File: src/rtl/ps2_note_tracker.sv
// PS/2 scancode decoder with a last-pressed-wins stack of held note keys.
// Stage 1 tracks make/break sequences; stage 2 registers the top key's half-period.
module ps2_note_tracker #(
  parameter int STACK_DEPTH = 4,
  parameter int PERIOD_W    = 20
) (
  input  logic                clk,
  input  logic                rst,
  input  logic                rx_valid,
  input  logic [7:0]          rx_byte,
  input  logic                all_off,
  output logic [PERIOD_W-1:0] note_period,
  output logic                note_valid,
  output logic [7:0]          key_code,
  output logic [3:0]          held_count,
  output logic                overflow
);

  typedef enum logic [1:0] {ST_IDLE, ST_BRK, ST_EXT, ST_EXT_BRK} state_t;

  state_t     state_r;
  logic [7:0] stack_r      [STACK_DEPTH];
  logic [3:0] count_r;
  logic       ovf_r;

  logic [7:0] stack_make_s [STACK_DEPTH];
  logic [3:0] count_make_s;
  logic       ovf_make_s;
  logic       hit_s;
  logic [7:0] stack_brk_s  [STACK_DEPTH];
  logic [3:0] count_brk_s;
  logic       found_s;
  logic [7:0] top_code_s;
  logic       mapped_s;

  // Half-period counts at 100 MHz; zero marks a code with no note.
  function automatic logic [19:0] note_lookup(input logic [7:0] code);
    case (code)
      8'h15: note_lookup = 20'h5D2EF;
      8'h1D: note_lookup = 20'h53232;
      8'h24: note_lookup = 20'h4A113;
      8'h2D: note_lookup = 20'h45E90;
      8'h2C: note_lookup = 20'h3E47E;
      8'h35: note_lookup = 20'h377C8;
      8'h3C: note_lookup = 20'h316EE;
      8'h43: note_lookup = 20'h2EA85;
      8'h1C: note_lookup = 20'h2EA85;
      8'h1B: note_lookup = 20'h29919;
      8'h23: note_lookup = 20'h25085;
      8'h2B: note_lookup = 20'h22F44;
      8'h34: note_lookup = 20'h1F23F;
      8'h33: note_lookup = 20'h1BBE4;
      8'h3B: note_lookup = 20'h18B77;
      8'h42: note_lookup = 20'h17544;
      8'h1A: note_lookup = 20'h17544;
      8'h22: note_lookup = 20'h14C8B;
      8'h21: note_lookup = 20'h12843;
      8'h2A: note_lookup = 20'h117A2;
      8'h32: note_lookup = 20'h0F920;
      8'h31: note_lookup = 20'h0DDF2;
      8'h3A: note_lookup = 20'h0C5BB;
      8'h41: note_lookup = 20'h0BA8B;
      default: note_lookup = 20'h00000;
    endcase
  endfunction

  assign mapped_s = (note_lookup(rx_byte) != 20'h00000);

  // Stack image after a make of rx_byte: repeat is a no-op, full stack evicts the oldest.
  always_comb begin
    hit_s        = 1'b0;
    count_make_s = count_r;
    ovf_make_s   = 1'b0;
    stack_make_s = stack_r;
    for (int i = 0; i < STACK_DEPTH; i++) begin
      hit_s = hit_s | ((i < int'(count_r)) && (stack_r[i] == rx_byte));
    end
    if (hit_s) begin
      count_make_s = count_r;
    end else if (int'(count_r) >= STACK_DEPTH) begin
      for (int i = 0; i < STACK_DEPTH - 1; i++) begin
        stack_make_s[i] = stack_r[i+1];
      end
      stack_make_s[STACK_DEPTH-1] = rx_byte;
      ovf_make_s = 1'b1;
    end else begin
      for (int i = 0; i < STACK_DEPTH; i++) begin
        if (i == int'(count_r)) begin
          stack_make_s[i] = rx_byte;
        end else begin
          stack_make_s[i] = stack_r[i];
        end
      end
      count_make_s = count_r + 4'd1;
    end
  end

  // Stack image after a break of rx_byte: entries above the match slide down one slot.
  always_comb begin
    found_s     = 1'b0;
    stack_brk_s = stack_r;
    for (int i = 0; i < STACK_DEPTH - 1; i++) begin
      found_s        = found_s | ((i < int'(count_r)) && (stack_r[i] == rx_byte));
      stack_brk_s[i] = found_s ? stack_r[i+1] : stack_r[i];
    end
    found_s = found_s | ((STACK_DEPTH - 1 < int'(count_r)) && (stack_r[STACK_DEPTH-1] == rx_byte));
    stack_brk_s[STACK_DEPTH-1] = found_s ? 8'h00 : stack_r[STACK_DEPTH-1];
    if (found_s) begin
      count_brk_s = count_r - 4'd1;
    end else begin
      count_brk_s = count_r;
    end
  end

  // Newest held key, or 0x00 when the stack is empty.
  always_comb begin
    top_code_s = 8'h00;
    for (int i = 0; i < STACK_DEPTH; i++) begin
      if (i == int'(count_r) - 1) begin
        top_code_s = stack_r[i];
      end else begin
        top_code_s = top_code_s;
      end
    end
  end

  // Stage 1: decoder FSM and stack update; all_off wins over a coincident byte.
  always_ff @(posedge clk or posedge rst) begin
    if (rst) begin
      state_r <= ST_IDLE;
      stack_r <= '{default: 8'h00};
      count_r <= 4'd0;
      ovf_r   <= 1'b0;
    end else if (all_off) begin
      state_r <= ST_IDLE;
      stack_r <= '{default: 8'h00};
      count_r <= 4'd0;
      ovf_r   <= 1'b0;
    end else if (rx_valid) begin
      ovf_r <= 1'b0;
      case (state_r)
        ST_IDLE: begin
          if (rx_byte == 8'hF0) begin
            state_r <= ST_BRK;
          end else if (rx_byte == 8'hE0) begin
            state_r <= ST_EXT;
          end else if (mapped_s) begin
            stack_r <= stack_make_s;
            count_r <= count_make_s;
            ovf_r   <= ovf_make_s;
          end else begin
            state_r <= ST_IDLE;
          end
        end
        ST_BRK: begin
          if (rx_byte == 8'hF0) begin
            state_r <= ST_BRK;
          end else begin
            stack_r <= stack_brk_s;
            count_r <= count_brk_s;
            state_r <= ST_IDLE;
          end
        end
        ST_EXT: begin
          if (rx_byte == 8'hF0) begin
            state_r <= ST_EXT_BRK;
          end else begin
            state_r <= ST_IDLE;
          end
        end
        ST_EXT_BRK: state_r <= ST_IDLE;
        default:    state_r <= ST_IDLE;
      endcase
    end else begin
      ovf_r <= 1'b0;
    end
  end

  // Stage 2: registered note lookup and status outputs.
  always_ff @(posedge clk or posedge rst) begin
    if (rst) begin
      note_period <= '0;
      note_valid  <= 1'b0;
      key_code    <= 8'h00;
      held_count  <= 4'd0;
      overflow    <= 1'b0;
    end else begin
      note_period <= PERIOD_W'(note_lookup(top_code_s));
      note_valid  <= (count_r != 4'd0);
      key_code    <= top_code_s;
      held_count  <= count_r;
      overflow    <= ovf_r;
    end
  end

endmodule
File: config.mk
export PLATFORM = sky130hd
export DESIGN_NAME = ps2_note_tracker
export DESIGN_NICKNAME = d
export VERILOG_FILES = /design/src/rtl/ps2_note_tracker.sv
export SDC_FILE = /design/constraint.sdc
export NUM_CORES = 1
export LEC_CHECK = 0
export ABC_AREA = 1
export CORE_ASPECT_RATIO = 1.4
export CORE_MARGIN = 2
export CORE_UTILIZATION = 58
export DETAILED_ROUTE_END_ITERATION = 6
export PLACE_DENSITY = 0.85
export SYNTH_ARGS = -nofsm -noshare
export SYNTH_HDL_FRONTEND = slang
export SYNTH_SLANG_ARGS = --single-unit
File: constraint.sdc
create_clock -name clk -period 3.19 [get_ports clk]
set_clock_uncertainty 0.2 [all_clocks]
set_input_delay 0.319 -clock clk [delete_from_list [all_inputs] [get_ports clk]]
set_output_delay 0.319 -clock clk [all_outputs]
set_load 0.01 [all_outputs]
==> results of run 1 <==
==> report_power, final <==
part	switching [mW]	total [mW]	internal, mW
Clock	0.390	0.979	0.588
Sequential	0.229	1.33	1.10
Combinational	0.719	1.15	0.427
==> layout make-up <==
type                            count  area, sq um  share of cell area
Multi-Input combinational cell    584         2730               0.465
Sequential cell                    72         1800               0.307
Timing Repair Buffer               68          633               0.108
Inverter                           75          284              0.0484
Clock buffer                       12          267              0.0454
Tap cell                          102          128              0.0217
Clock inverter                      4         27.5             0.00469
==> worst max-delay path by stage <==
stage                                      start                   endpoint  slack [ns]
after detailed placement              rx_byte[6]    stack_r[23]$_DFFE_PP0P_        0.09
final                     count_r[3]$_DFFE_PP0P_  note_period[16]$_DFF_PP0_        0.36
after global routing                  rx_byte[6]    stack_r[12]$_DFFE_PP0P_        0.13
after floorplan                              rst     count_r[0]$_DFFE_PP0P_        0.85
after CTS                             rx_byte[6]    stack_r[23]$_DFFE_PP0P_        0.42
after global placement                rx_byte[6]    stack_r[13]$_DFFE_PP0P_        0.17
==> layer usage <==
metal	wire, microns	vias to the layer above
met5	0	-
met4	1360	0
met3	1150	95
met2	8360	274
met1	5620	2421
li1	-	2529
==> state kept, by name, summed over array words and instances (netlist names) <==
name         flops
ovf_r            1
note_valid       1
note_period     19
key_code         8
overflow         1
stack_r         32
held_count       4
state_r          2
count_r          4
==> cells by family after synthesis <==
family                   after synthesis  synth area share
AND/OR/NAND/NOR                      515             0.458
AO/OA/AOI/OAI                         47            0.0497
XOR/XNOR                              18            0.0318
flip-flops                            72             0.363
adder cells (fa/ha/maj)                3           0.00908
other                                  1          0.000756
buffers and inverters                 98            0.0875
==> cells in the mapped netlist <==
master,count
a21oi_1,7
a21oi_2,1
a22oi_1,1
buf_2,9
buf_4,6
buf_6,4
clkbuf_1,4
clkinv_1,2
conb_1,1
dfrtp_1,72
fa_1,1
ha_1,2
inv_1,66
inv_2,6
inv_4,1
nand2_1,256
nand2_2,12
nand2_4,1
nand3_1,46
nand3_2,3
nand3b_1,6
nand4_1,51
nor2_1,119
nor2_2,8
nor2_4,6
nor3_1,6
o211ai_1,1
o21ai_0,34
o21ai_1,2
o21bai_1,1
or2_2,1
xnor2_1,8
xor2_1,10
==> cell usage in the layout, fill, tap and decap left out <==
cell	instances
ha_1	2
dfrtp_1	72
clkbuf_16	9
nor2_2	8
nor2_1	119
a21oi_1	7
a21oi_2	1
a22oi_1	1
o21ai_2	1
nand2_2	12
o211ai_1	1
nand4_1	51
nand3_1	46
buf_12	1
clkinv_1	2
buf_4	23
nor2_4	6
clkinvlp_4	3
conb_1	1
clkbuf_8	3
xor2_1	10
nor3_1	6
or2_2	1
inv_4	1
inv_1	65
fa_1	1
nand3_2	3
inv_2	7
o21bai_1	1
clkdlybuf4s50_1	44
clkinv_2	1
nand2_4	1
o21ai_0	34
nand3b_1	6
o21ai_1	1
nand2_1	256
xnor2_1	8
==> metrics by stage <==
stage / hold slack [ns] / total power, mW
global placement: 0.134 / 2.44
detailed placement: 0.139 / 2.45
finish: 0.151 / 3.45
global route: 0.155 / 3.62
floorplan: 0.131 / 1.99
CTS: 0.152 / 3.42
==> worst reg2reg max path, delay by kind of cell (launching register included) <==
family,cells,cell delay [ns]
flops,1,0.44
simple gates,10,2.06
==> reports/metrics.cfg, run 1 <==
[sta]
fin_setup_tns_ns = 0
rsz0062_at_grt = false
max_freq_mhz = 353
setup_ws_ns = 0.360
min_period_ns = 2.83
tightest_slew_ns = 0.959
slew_viol_final = 0
setup_viol = 0
max_slew_margin = 0.360
period_share = 0.887
hold_violations = 0

[critical_path]
arrival_ns = 2.82
cp.depth = 10
path_cells = nor2_2 -> nand4_1 -> nand3_1 -> nor2_1 -> nand2_2 -> nor2_4 -> nand2_1 -> nand3_1 -> nor2_1 -> nand3_1
cpPeakStageDelay_ns = 0.44
worstSetupEndpointType = flip-flop
r2r_slack_ns = 0.36
critical_path_class = flip-flop to flip-flop
r2r-start = count_r[3]$_DFFE_PP0P_
path_buf_inv = 0
cp_slowest_cell = dfrtp_1
path_max_fanout = 8
crit_top_cell = nand3_1
critPathRequiredTime_ns = 3.18
reg2reg_depth = 10
critPathLaunchType = flip-flop
path_delay_family = simple AND/OR/NAND/NOR gates
reg2reg_to = note_period[16]$_DFF_PP0_

[synthesis]
yosysSeqAreaShare = 0.363
ys_top_cells_by_area = dfrtp_1 (36%), nand2_1 (19%), nor2_1 (9.0%)
synth_top_area_frac = 0.363
syn_nets = 769
yosys.cell_types.count = 33
syn_inst = 754
yosysTopAreaCell = dfrtp_1
syn_area_per_cell_sq_um = 6.58
yosys_register_bits = 72
syn_area_sq_um = 4960
yosys_warnings = 0

[grt]
grt-ovfl-total = 0
use_met3 = 0.0870
grtUsageTotal = 0.384
antenna_found_initial = 0
grt_pass1_vias = 5139
grt_max_degree = 38
grt_first_pass_wirelength_microns = 26200
grtUsageMet1 = 0.397
use_met2 = 0.652
grt-busiest-layer = met2

[finish]
fillers = 701
finalInstanceArea_sq_um = 5870
antenna_cells = 0
fin_nets = 825
layout.cells.non_filler = 917
drive_gt1_frac = 0.0994
area_growth_pct = 18.3
final_util = 0.712

[floorplan]
rows = 39
dieHeight_microns = 113
die_w_microns = 82.2
coreArea_sq_um = 8250
start_util = 0.602
pin_count = 46
dieArea_sq_um = 9320

[clock_network]
h-tree-depth = 3
clk_pin_slew_worst_paths_ns = 0.06
cts_made_buffers = 9
ctsHoldBuffers = 0
cts_setup_buffers = 0
cts_resized = 0
clockRootBuffer = clkbuf_16
tritoncts = done
clk_latency_ns = 0.34
cts_max_path_buffers = 2
cts.sinks = 72

[place]
dp_slack_ns = 0.0888
port_buffers = 44
placed_cells = 901
gp_congestion = 1.06
placed_cell_area_sq_um = 5580
dp_hpwl_microns = 12900

[detailed_routing]
drt_iter0_drc = 504
dr_total_vias = 5319
routed_wirelength_microns = 16500
wire_per_inst_microns = 18.0
ant_nets = 0
via_per_inst = 5.80
first_pass_iters = 5
drc = 0

[power_and_ir_drop]
vdd_drop_max_mv = 0.363
p_leak_nw = 3.27
p_per_area_nw_per_um2 = 589

[status]
outcome = completed

[hold_path]
min_from = ovf_r$_DFF_PP0_
hold_class = flip-flop to flip-flop
min_to = overflow$_DFF_PP0_
min_path_cells = 0

[flow_run]
drv_cap = 0

(Power assumes the default switching activity.)
==> inputs of run 2 (changes only) <==
--- a/config.mk
+++ b/config.mk
@@ -7,7 +7,6 @@
 export LEC_CHECK = 0
 export ABC_AREA = 1
 export CORE_ASPECT_RATIO = 1.4
-export CORE_MARGIN = 2
 export CORE_UTILIZATION = 58
 export DETAILED_ROUTE_END_ITERATION = 6
 export PLACE_DENSITY = 0.85
==> constraint.sdc (replaced) <==
create_clock -name clk -period 2.8 [get_ports clk]
set_clock_uncertainty 0.2 [all_clocks]
set_input_delay 0.28 -clock clk [delete_from_list [all_inputs] [get_ports clk]]
set_output_delay 0.28 -clock clk [all_outputs]
set_load 0.01 [all_outputs]
==> run 2 against run 1 <==
First-iteration DRC count increased by 24%. Total power increased by 22%. Sequential share of layout area decreased by 0.64 points. Clock power increased by 38%. Critical path type unchanged. Highest routed layer unchanged.
==> reports/metrics.cfg, run 2 (synthesis results as in run 1) <==
[detailed_routing]
routed_wirelength_microns = 17200  ; +4.6%
via_per_inst = 5.94  ; +2.5%
drc = 0  ; unchanged
drt_iter0_drc = 627  ; +24%
ant_nets = 0  ; unchanged
dr_total_vias = 5497  ; +3.3%
first_pass_iters = 6  ; +1
wire_per_inst_microns = 18.6  ; +3.7%

[finish]
reg_top3 = stack_r: 32 flops, note_period: 19 flops, key_code: 8 flops
area_growth_pct = 20.9
fin_nets = 834  ; +1.1%
antenna_cells = 0  ; unchanged
layout.cells.non_filler = 925  ; +0.87%
final_cell_mix = nand2_1 (256), nor2_1 (117), dfrtp_1 (71)
finalInstanceArea_sq_um = 6000  ; +2.2%
largest_reg_flops = 32  ; unchanged
regMostFlops = stack_r
drive_gt1_frac = 0.113  ; +0.0136
final_util = 0.727  ; +0.0156
fillers = 687  ; -2.0%
layout_commonest_cell = nand2_1
multi_input_area_sq_um = 2740  ; +0.37%
seqCellArea_sq_um = 1800  ; about the same

[status]
outcome = completed

[floorplan]
die_w_microns = 80.2  ; -2.4%
pin_count = 46  ; unchanged
rows = 39  ; unchanged
dieHeight_microns = 111  ; -1.8%
start_util = 0.602  ; unchanged
coreArea_sq_um = 8250  ; unchanged
dieArea_sq_um = 8930  ; -4.2%

[clock_network]
ctsHoldBuffers = 0  ; unchanged
tritoncts = done
cts_made_buffers = 9  ; unchanged
clockRootBuffer = clkbuf_16
cts_max_path_buffers = 2  ; unchanged
clk_latency_ns = 0.34  ; about the same
h-tree-depth = 3  ; unchanged
clk_pin_slew_worst_paths_ns = 0.06  ; about the same
cts.sinks = 72  ; unchanged

[place]
port_buffers = 44  ; unchanged
gp_congestion = 1.01  ; -4.6%
dp_hpwl_microns = 13500  ; +4.8%
placed_cells = 910  ; +1.0%
dp_slack_ns = -0.0212  ; -0.110 ns
placed_cell_area_sq_um = 5640  ; +1.2%

[grt]
grt_first_pass_wirelength_microns = 28200  ; +7.6%
grt_max_degree = 37  ; -2.6%
grt_pass1_vias = 5563  ; +8.3%
grt-ovfl-total = 0  ; unchanged
grtUsageTotal = 0.426  ; +0.0419
antenna_found_initial = 0  ; unchanged

[critical_path]
critPathRequiredTime_ns = 2.87  ; -0.31 ns
path_max_fanout = 10  ; +2
critical_path_class = flip-flop to flip-flop
worstSetupEndpointType = flip-flop
arrival_ns = 2.71  ; -0.11 ns
critPathLaunchType = flip-flop
reg2reg_depth = 12  ; +2

[sta]
setup_ws_ns = 0.159  ; -0.200 ns
hold_violations = 0  ; unchanged
setup_viol = 0  ; unchanged
slew_viol_final = 0  ; unchanged
period_share = 0.943  ; +0.0559
rsz0062_at_grt = false
tightest_slew_ns = 0.715  ; -0.244 ns
max_freq_mhz = 379  ; +7.2%
min_period_ns = 2.64  ; -0.190 ns
hold_slack_ns = 0.0355  ; -0.115 ns
max_slew_margin = 0.523  ; +0.163

[power_and_ir_drop]
p_int_mw = 2.64  ; +25%
p_leak_nw = 3.34  ; +2.1%
p_per_area_nw_per_um2 = 704  ; +20%
seqPwrFrac = 0.365  ; -0.020
vdd_drop_max_mv = 0.484  ; +33%
p_comb_frac = 0.316  ; -0.016
swShare = 0.374  ; -0.0137
power.switching_mw = 1.58  ; +18%
clock_power_share = 0.319  ; +0.036

[hold_path]
hold_class = input port to asynchronous set/reset pin

[flow_run]
drv_cap = 0  ; unchanged

==> run 2: area by class of cell <==
class,count,share of cell area
Inverter,75,0.0474
Clock buffer,10,0.0398
Timing Repair Buffer,77,0.117
Multi-Input combinational cell,584,0.457
Tap cell,102,0.0213
Clock inverter,5,0.0175
Sequential cell,72,0.301
==> run 2: worst max-delay path: stages, from the launching register on <==
cell and delay, ns:
dfrtp_2 0.52, inv_4 0.09, nand2_2 0.11, nor2_4 0.08, nand2_1 0.06, nand3_1 0.09
nor2_2 0.30, nand2_2 0.18, nor2_2 0.29, nand2_1 0.17, nand3_1 0.30, nor2_1 0.09
nand3b_1 0.09
==> run 2: stage by stage <==
stage | setup TNS [ns] | power, mW
5_1_grt | 0 | 4.42
3_5_place_dp | -0.103 | 2.83
3_3_place_gp | 0 | 2.79
4_1_cts | 0 | 4.18
2_1_floorplan | 0 | 2.26
6_report | 0 | 4.22
==> run 2: power groups by stage <==
stage	registers (mW)	logic, mW	clock network (mW)
floorplan	1.45	0.811	0
global placement	1.53	1.26	0
detailed placement	1.54	1.29	0
CTS	1.52	1.30	1.36
global route	1.55	1.47	1.39
finish	1.54	1.33	1.35
==> run 2: final timing paths <==
| path | startpoint | end | slack, ns |
|---|---|---|---|
| setup / recovery | count_r[0]$_DFFE_PP0P_ | note_period[8]$_DFF_PP0_ | 0.16 |
| hold / removal | rst | count_r[2]$_DFFE_PP0P_ | 0.04 |
| setup reg to reg | count_r[0]$_DFFE_PP0P_ | note_period[8]$_DFF_PP0_ | 0.16 |
| hold reg to reg | ovf_r$_DFF_PP0_ | overflow$_DFF_PP0_ | 0.15 |
| max in group asynchronous | rst | note_period[2]$_DFF_PP0_ | 1.76 |
| min in group clk | ovf_r$_DFF_PP0_ | overflow$_DFF_PP0_ | 0.15 |
==> run 2: per-layer routing <==
layer	up-vias	routed length, microns	share of wire	global-route usage
li1	2535	-	-	-
met1	2493	5790	0.34	0.454
met2	353	8760	0.51	0.725
met3	116	1240	0.072	0.0828
met4	0	1450	0.084	0.323
met5	-	0	0	0
==> run 2: timing repair <==
item                                    in CTS  in global routing
gates resized for setup                      0                  4
endpoints found under the setup margin       0                 24
setup buffers                                0                  0
endpoints found under the hold margin        0                  0
